### src/rtl/alu_pkg.sv
// Shared ALU opcode, flag-index and port definitions for the shared-ALU arbiter.
package alu_pkg;

    localparam logic [2:0] ALU_ADD     = 3'b000;
    localparam logic [2:0] ALU_SUB     = 3'b001;
    localparam logic [2:0] ALU_AND     = 3'b010;
    localparam logic [2:0] ALU_OR      = 3'b011;
    localparam logic [2:0] ALU_ADDC    = 3'b100;
    localparam logic [2:0] ALU_SUBC    = 3'b101;
    localparam logic [2:0] ALU_ILLEGAL = 3'b110;
    localparam logic [2:0] ALU_XOR     = 3'b111;

    localparam int FLG_N = 3;
    localparam int FLG_Z = 2;
    localparam int FLG_C = 1;
    localparam int FLG_V = 0;

    typedef enum logic {
        PORT0 = 1'b0,
        PORT1 = 1'b1
    } port_e;

    function automatic logic is_illegal(input logic [2:0] op);
        return op == ALU_ILLEGAL;
    endfunction

endpackage

### src/rtl/alu_share_arb_if.sv
// Request, response and ALU-side signals of the shared-ALU arbiter.
interface alu_share_arb_if #(
    parameter int W   = 32,
    parameter int OPW = 3
);
    logic [1:0]     req_valid;
    logic [1:0]     req_ready;
    logic [W-1:0]   req0_a;
    logic [W-1:0]   req0_b;
    logic [W-1:0]   req1_a;
    logic [W-1:0]   req1_b;
    logic [OPW-1:0] req0_op;
    logic [OPW-1:0] req1_op;
    logic           req0_swap;
    logic           req1_swap;
    logic           req0_setf;

    logic [W-1:0]   alu_a;
    logic [W-1:0]   alu_b;
    logic [OPW-1:0] alu_op;
    logic           alu_swap;
    logic [W-1:0]   alu_res;
    logic [3:0]     alu_flg;

    logic [1:0]     resp_valid;
    logic [1:0]     resp_ready;
    logic [W-1:0]   resp0_data;
    logic [W-1:0]   resp1_data;
    logic [3:0]     resp0_flg;
    logic [3:0]     resp1_flg;
    logic [3:0]     flags_q;

    // The arbiter side.
    modport slave (
        input  req_valid, req0_a, req0_b, req1_a, req1_b, req0_op, req1_op,
               req0_swap, req1_swap, req0_setf, resp_ready, alu_res, alu_flg,
        output req_ready, alu_a, alu_b, alu_op, alu_swap,
               resp_valid, resp0_data, resp1_data, resp0_flg, resp1_flg, flags_q
    );

    // The requester/ALU environment side.
    modport master (
        output req_valid, req0_a, req0_b, req1_a, req1_b, req0_op, req1_op,
               req0_swap, req1_swap, req0_setf, resp_ready, alu_res, alu_flg,
        input  req_ready, alu_a, alu_b, alu_op, alu_swap,
               resp_valid, resp0_data, resp1_data, resp0_flg, resp1_flg, flags_q
    );

endinterface

### src/rtl/alu_share_arb_rr_arb2.sv
// Two-way arbiter: round-robin on contention when RR_ENABLE, otherwise port 0 wins.
module rr_arb2
    import alu_pkg::*;
#(
    parameter bit RR_ENABLE = 1'b1
) (
    input  logic       clk,
    input  logic       reset,
    input  logic [1:0] elig,
    output logic [1:0] grant
);

    port_e last_grant;

    always_comb begin
        grant = 2'b00;
        if (!reset) begin
            case (elig)
                2'b01:   grant = 2'b01;
                2'b10:   grant = 2'b10;
                2'b11:   grant = (RR_ENABLE && last_grant == PORT0) ? 2'b10 : 2'b01;
                default: grant = 2'b00;
            endcase
        end
    end

    // Reset to PORT1 so the first contended grant after reset goes to port 0.
    always_ff @(posedge clk) begin
        if (reset) begin
            last_grant <= PORT1;
        end else if (grant[1]) begin
            last_grant <= PORT1;
        end else if (grant[0]) begin
            last_grant <= PORT0;
        end
    end

endmodule

### src/rtl/alu_share_arb.sv
// Shares one external ALU between the execute stage (port 0) and the AGU (port 1),
// with one registered response slot per port and the architectural NZCV register.
module alu_share_arb
    import alu_pkg::*;
#(
    parameter int W         = 32,
    parameter int OPW       = 3,
    parameter bit RR_ENABLE = 1'b1
) (
    input  logic            clk,
    input  logic            reset,
    alu_share_arb_if.slave  bus
);

    logic [1:0]     elig;
    logic [1:0]     grant;
    logic [1:0]     accept;
    logic [W-1:0]   sel_a;
    logic [W-1:0]   sel_b;
    logic [OPW-1:0] sel_op;
    logic           sel_swap;
    logic           sel_illegal;
    logic [W-1:0]   res_eff;
    logic [3:0]     flg_eff;

    logic [1:0]     resp_valid_q;
    logic [W-1:0]   resp_data_q [2];
    logic [3:0]     resp_flg_q  [2];
    logic [3:0]     flags_reg;

    // A slot that is being drained this cycle is free for a new result.
    assign elig = bus.req_valid & (~resp_valid_q | bus.resp_ready);

    rr_arb2 #(
        .RR_ENABLE (RR_ENABLE)
    ) u_arb (
        .clk   (clk),
        .reset (reset),
        .elig  (elig),
        .grant (grant)
    );

    assign bus.req_ready = grant;
    assign accept        = bus.req_valid & grant;

    always_comb begin
        sel_a    = bus.req0_a;
        sel_b    = bus.req0_b;
        sel_op   = bus.req0_op;
        sel_swap = bus.req0_swap;
        if (grant[1]) begin
            sel_a    = bus.req1_a;
            sel_b    = bus.req1_b;
            sel_op   = bus.req1_op;
            sel_swap = bus.req1_swap;
        end
    end

    assign bus.alu_a    = sel_a;
    assign bus.alu_b    = sel_b;
    assign bus.alu_op   = sel_op;
    assign bus.alu_swap = sel_swap;

    // The illegal opcode still completes, but never exposes ALU output.
    assign sel_illegal = is_illegal(3'(sel_op));
    assign res_eff     = sel_illegal ? '0 : bus.alu_res;
    assign flg_eff     = sel_illegal ? 4'b0000 : bus.alu_flg;

    always_ff @(posedge clk) begin
        if (reset) begin
            resp_valid_q <= 2'b00;
            for (int i = 0; i < 2; i++) begin
                resp_data_q[i] <= '0;
                resp_flg_q[i]  <= 4'b0000;
            end
        end else begin
            for (int i = 0; i < 2; i++) begin
                if (accept[i]) begin
                    resp_valid_q[i] <= 1'b1;
                    resp_data_q[i]  <= res_eff;
                    resp_flg_q[i]   <= flg_eff;
                end else if (bus.resp_ready[i]) begin
                    resp_valid_q[i] <= 1'b0;
                end
            end
        end
    end

    // Only the execute stage owns the architectural flags.
    always_ff @(posedge clk) begin
        if (reset) begin
            flags_reg <= 4'b0000;
        end else if (accept[0] && bus.req0_setf && !sel_illegal) begin
            flags_reg <= bus.alu_flg;
        end
    end

    assign bus.resp_valid = resp_valid_q;
    assign bus.resp0_data = resp_data_q[0];
    assign bus.resp1_data = resp_data_q[1];
    assign bus.resp0_flg  = resp_flg_q[0];
    assign bus.resp1_flg  = resp_flg_q[1];
    assign bus.flags_q    = flags_reg;

endmodule

### src/flat_wrapper.sv
// flat-port wrapper written by rule: the top's interface ports become plain ports
module alu_share_arb_flat import alu_pkg::*;
#(
    parameter int W         = 32,
    parameter int OPW       = 3,
    parameter bit RR_ENABLE = 1'b1
)
  (clk, reset, bus_req_valid, bus_req0_a, bus_req0_b, bus_req1_a, bus_req1_b, bus_req0_op, bus_req1_op, bus_req0_swap, bus_req1_swap, bus_req0_setf, bus_resp_ready, bus_alu_res, bus_alu_flg, bus_req_ready, bus_alu_a, bus_alu_b, bus_alu_op, bus_alu_swap, bus_resp_valid, bus_resp0_data, bus_resp1_data, bus_resp0_flg, bus_resp1_flg, bus_flags_q);
  alu_share_arb_if #(.W(W), .OPW(OPW)) bus_i ();
  input  logic clk;
  input  logic reset;
  input wire logic [$bits(bus_i.req_valid)-1:0] bus_req_valid;
  input wire logic [$bits(bus_i.req0_a)-1:0] bus_req0_a;
  input wire logic [$bits(bus_i.req0_b)-1:0] bus_req0_b;
  input wire logic [$bits(bus_i.req1_a)-1:0] bus_req1_a;
  input wire logic [$bits(bus_i.req1_b)-1:0] bus_req1_b;
  input wire logic [$bits(bus_i.req0_op)-1:0] bus_req0_op;
  input wire logic [$bits(bus_i.req1_op)-1:0] bus_req1_op;
  input wire logic [$bits(bus_i.req0_swap)-1:0] bus_req0_swap;
  input wire logic [$bits(bus_i.req1_swap)-1:0] bus_req1_swap;
  input wire logic [$bits(bus_i.req0_setf)-1:0] bus_req0_setf;
  input wire logic [$bits(bus_i.resp_ready)-1:0] bus_resp_ready;
  input wire logic [$bits(bus_i.alu_res)-1:0] bus_alu_res;
  input wire logic [$bits(bus_i.alu_flg)-1:0] bus_alu_flg;
  output wire logic [$bits(bus_i.req_ready)-1:0] bus_req_ready;
  output wire logic [$bits(bus_i.alu_a)-1:0] bus_alu_a;
  output wire logic [$bits(bus_i.alu_b)-1:0] bus_alu_b;
  output wire logic [$bits(bus_i.alu_op)-1:0] bus_alu_op;
  output wire logic [$bits(bus_i.alu_swap)-1:0] bus_alu_swap;
  output wire logic [$bits(bus_i.resp_valid)-1:0] bus_resp_valid;
  output wire logic [$bits(bus_i.resp0_data)-1:0] bus_resp0_data;
  output wire logic [$bits(bus_i.resp1_data)-1:0] bus_resp1_data;
  output wire logic [$bits(bus_i.resp0_flg)-1:0] bus_resp0_flg;
  output wire logic [$bits(bus_i.resp1_flg)-1:0] bus_resp1_flg;
  output wire logic [$bits(bus_i.flags_q)-1:0] bus_flags_q;
  assign bus_i.req_valid = bus_req_valid;
  assign bus_i.req0_a = bus_req0_a;
  assign bus_i.req0_b = bus_req0_b;
  assign bus_i.req1_a = bus_req1_a;
  assign bus_i.req1_b = bus_req1_b;
  assign bus_i.req0_op = bus_req0_op;
  assign bus_i.req1_op = bus_req1_op;
  assign bus_i.req0_swap = bus_req0_swap;
  assign bus_i.req1_swap = bus_req1_swap;
  assign bus_i.req0_setf = bus_req0_setf;
  assign bus_i.resp_ready = bus_resp_ready;
  assign bus_i.alu_res = bus_alu_res;
  assign bus_i.alu_flg = bus_alu_flg;
  assign bus_req_ready = bus_i.req_ready;
  assign bus_alu_a = bus_i.alu_a;
  assign bus_alu_b = bus_i.alu_b;
  assign bus_alu_op = bus_i.alu_op;
  assign bus_alu_swap = bus_i.alu_swap;
  assign bus_resp_valid = bus_i.resp_valid;
  assign bus_resp0_data = bus_i.resp0_data;
  assign bus_resp1_data = bus_i.resp1_data;
  assign bus_resp0_flg = bus_i.resp0_flg;
  assign bus_resp1_flg = bus_i.resp1_flg;
  assign bus_flags_q = bus_i.flags_q;
  alu_share_arb #(.W(W), .OPW(OPW), .RR_ENABLE(RR_ENABLE)) u_core (.clk(clk), .reset(reset), .bus(bus_i));
endmodule
### config.mk
export PLATFORM = sky130hd
export DESIGN_NAME = alu_share_arb_flat
export DESIGN_NICKNAME = d
export VERILOG_FILES = /design/src/rtl/alu_pkg.sv /design/src/rtl/alu_share_arb_if.sv /design/src/rtl/alu_share_arb_rr_arb2.sv /design/src/rtl/alu_share_arb.sv /design/src/flat_wrapper.sv
export SDC_FILE = /design/constraint.sdc
export NUM_CORES = 1
export LEC_CHECK = 0
export ABC_AREA = 1
export BUFFER_PORTS_ARGS = -buffer_cell sky130_fd_sc_hd__clkbuf_2
export CELL_PAD_IN_SITES_DETAIL_PLACEMENT = 0
export CELL_PAD_IN_SITES_GLOBAL_PLACEMENT = 1
export CORE_MARGIN = 2
export CORE_UTILIZATION = 23
export DETAILED_ROUTE_END_ITERATION = 10
export GPL_ROUTABILITY_DRIVEN = 0
export PLACE_DENSITY_LB_ADDON = 0.1
export SYNTH_ARGS = -nofsm -noshare
export SYNTH_HDL_FRONTEND = slang
export SYNTH_SLANG_ARGS = --single-unit
### constraint.sdc
create_clock -name clk -period 2.1 [get_ports clk]
set_input_delay 0.315 -clock clk [delete_from_list [all_inputs] [get_ports clk]]
set_output_delay 0.315 -clock clk [all_outputs]
set_load 0.02 [all_outputs]
==> impl_metrics.tcl <==
set metrics [dict create \
    drtPass1Iterations 6 \
    cts_sinks 79 \
    fmax_ghz 0.4893 \
    setup_violations 0 \
    final_max_slew_viol_count 0 \
    hp-class "primary input to register" \
    synth_fp_nets 603 \
    synth-seq-cells 79 \
    worst_slack_ps 56.13 \
    synth_warnings 0 \
    fp-row-count 46 \
    synth_ff_type "edfxtp_1" \
    vdd_drop_max_mv 0.3979 \
    io_buffers 326 \
    cts_tree "built" \
    synth.distinct_cells 17 \
    ys_top_cells_by_area "edfxtp_1, nand2_1, inv_1" \
    tightest_slew_ps 411.7 \
    grtUsageTotal_pct 16.28 \
    synth_seq_area_share_pct 61.66 \
    drive_gt1_share_pct 47.69 \
    whs_ps 205.2 \
    synthCells 424 \
    place_hpwl_um 11440 \
    die_y_um 131.4 \
    highest_layer "met4" \
    status "complete, no violations" \
    hold_violations 0 \
    die_w_um 131.4 \
    cts_buffer_depth 2 \
    drt-wirelength-per-cell_um 14.75 \
    grt_max_degree 43 \
    slew-limit-headroom_pct 72.55 \
    fin_area_mm2 0.006002 \
    start_util_pct 23.50 \
    ctsHtreeMaxLevel 3 \
    arrival_ps 1730 \
    layout.nets 933 \
    placed_cell_area_mm2 0.005652 \
    ys_top_cells_by_count "nand2_1, edfxtp_1, inv_1" \
    rsz0062_at_grt "true" \
    place_ws_ps 245.5 \
    p_leak_nw 3.522 \
    grt_pass1_wl_um 21740 \
    synth.most_common_cell "nand2_1" \
    synth-async-reset-ratio_pct 0 \
    drv_cap 0 \
    insertion_delay_ps 330 \
    coreArea_mm2 0.01589 \
    wl_met1_um 5253 \
    clkTransAtPathRegs_ps 60 \
    antenna_cells 0 \
    wirelength_um 14380 \
    period_needed_ps 2044 \
    grt_pass1_vias 4028 \
    clock_skew_ps 6.866 \
    fin_util_pct 37.78 \
    synth_top_cell_area_share_pct 57.91 \
    first_iter_violations 104 \
    drc 0 \
    grt_overflow 0 \
    required_ps 1780 \
    synth_edf_count 72 \
    path_max_fanout 21 \
    synth_largest_area_cell "edfxtp_1" \
    critPathLaunchType "register" \
    critical_path_class "register to output pin" \
    pin_count 327 \
    avgSynthCellArea_um2 8.806 \
    die_area_mm2 0.01727 \
    min_period_over_period_pct 97.33 \
    clockRootBuffer "clkbuf_16" \
    powerDensity_mw_per_mm2 753.8 \
    ant_nets 0 \
    numCtsBuffers 9 \
    met2_wirelength_um 7836 \
    critPathCaptureType "output pin" \
    wl_met3_um 1111 \
    drt-vias-per-instance 4.008 \
    via_count 3908 \
    syn_area_mm2 0.003734 \
    areaGrowthSynthToFinish_pct 60.76 \
    antenna_found_initial 0 \
]
==> logic make-up after synthesis <==
| logic type | Yosys count | synth area share, % |
|---|---|---|
| compound gates | 5 | 0.9717 |
| buf+inv | 72 | 7.909 |
| simple gates | 268 | 29.46 |
| flops | 79 | 61.66 |
==> final timing paths <==
path                                                 end  cells after the start                startpoint  slack (ps)
worst max-delay path                       bus_alu_a[29]                      7  u_core.bus.resp_valid[1]          60
worst min-delay path            u_core.bus.resp_valid[1]                      2                     reset         210
worst max register to register     u_core.bus.flags_q[3]                     11  u_core.bus.resp_valid[1]         270
worst min register to register   u_core.u_arb.last_grant                      2   u_core.u_arb.last_grant         510
==> stage by stage <==
step	instances	setup TNS, ps	power, W
floorplan	424	0	0.002548
global placement	956	0	0.003051
detailed placement	956	0	0.003054
CTS	972	0	0.004584
global route	975	-856.0	0.004755
finish	975	0	0.004524
==> report_power, final <==
group	switching (W)	internal, W
combinational	0.000712	0.000391
sequential	0.0000392	0.00188
clock	0.000590	0.000916
==> repair_timing <==
action / 4_1_cts / 5_1_grt
cloned: 0 / 1
resized for setup: 1 / 5
buffers inserted: 0 / 2
pin swaps: 1 / 3
setup endpoints to repair: 23 / 65
hold buffers: 0 / 0
==> worst max-delay path, cell delays in order (launching register included) <==
cell	delay, ps
dfxtp_1	350
a21oi_4	230
nand3_4	180
inv_6	140
buf_12	160
nand2_1	60
nand2_1	90
clkbuf_2	180
==> cells in the final DEF, fill, tap and decap left out, drive strengths merged <==
cell type and n:
edfxtp 72, buf 12, clkinvlp 2, a21oi 4, bufinv 1, inv 52
dfxtp 7, nand4 3, nand3 39, nand2 216, o21ai 1, clkinv 3
clkbuf 337, nor2 10
==> per-layer routing <==
metal | GRT usage, % | vias up
met4 | 4.589 | 0
met3 | 5.787 | 11
met5 | 0 | -
met1 | 16.80 | 1728
met2 | 30.83 | 175
li1 | - | 1994
==> sequential cells by signal, summed over array words and instances, names as in the netlist <==
name                     cells
u_core.resp_data_q          64
u_core.u_arb.last_grant      1
u_core.resp_flg_q            8
u_core.bus.resp_valid        2
u_core.bus.flags_q           4
==> cell type report <==
type,count,area (um2)
tap,216,270.3
inverter,52,203.9
clock buffer,10,229.0
sequential,79,2302
fill,1746,9883
clock inverter,6,60.06
multi-input combinational,273,1136
timing repair buffer,339,1800
(Power assumes the default switching activity.)
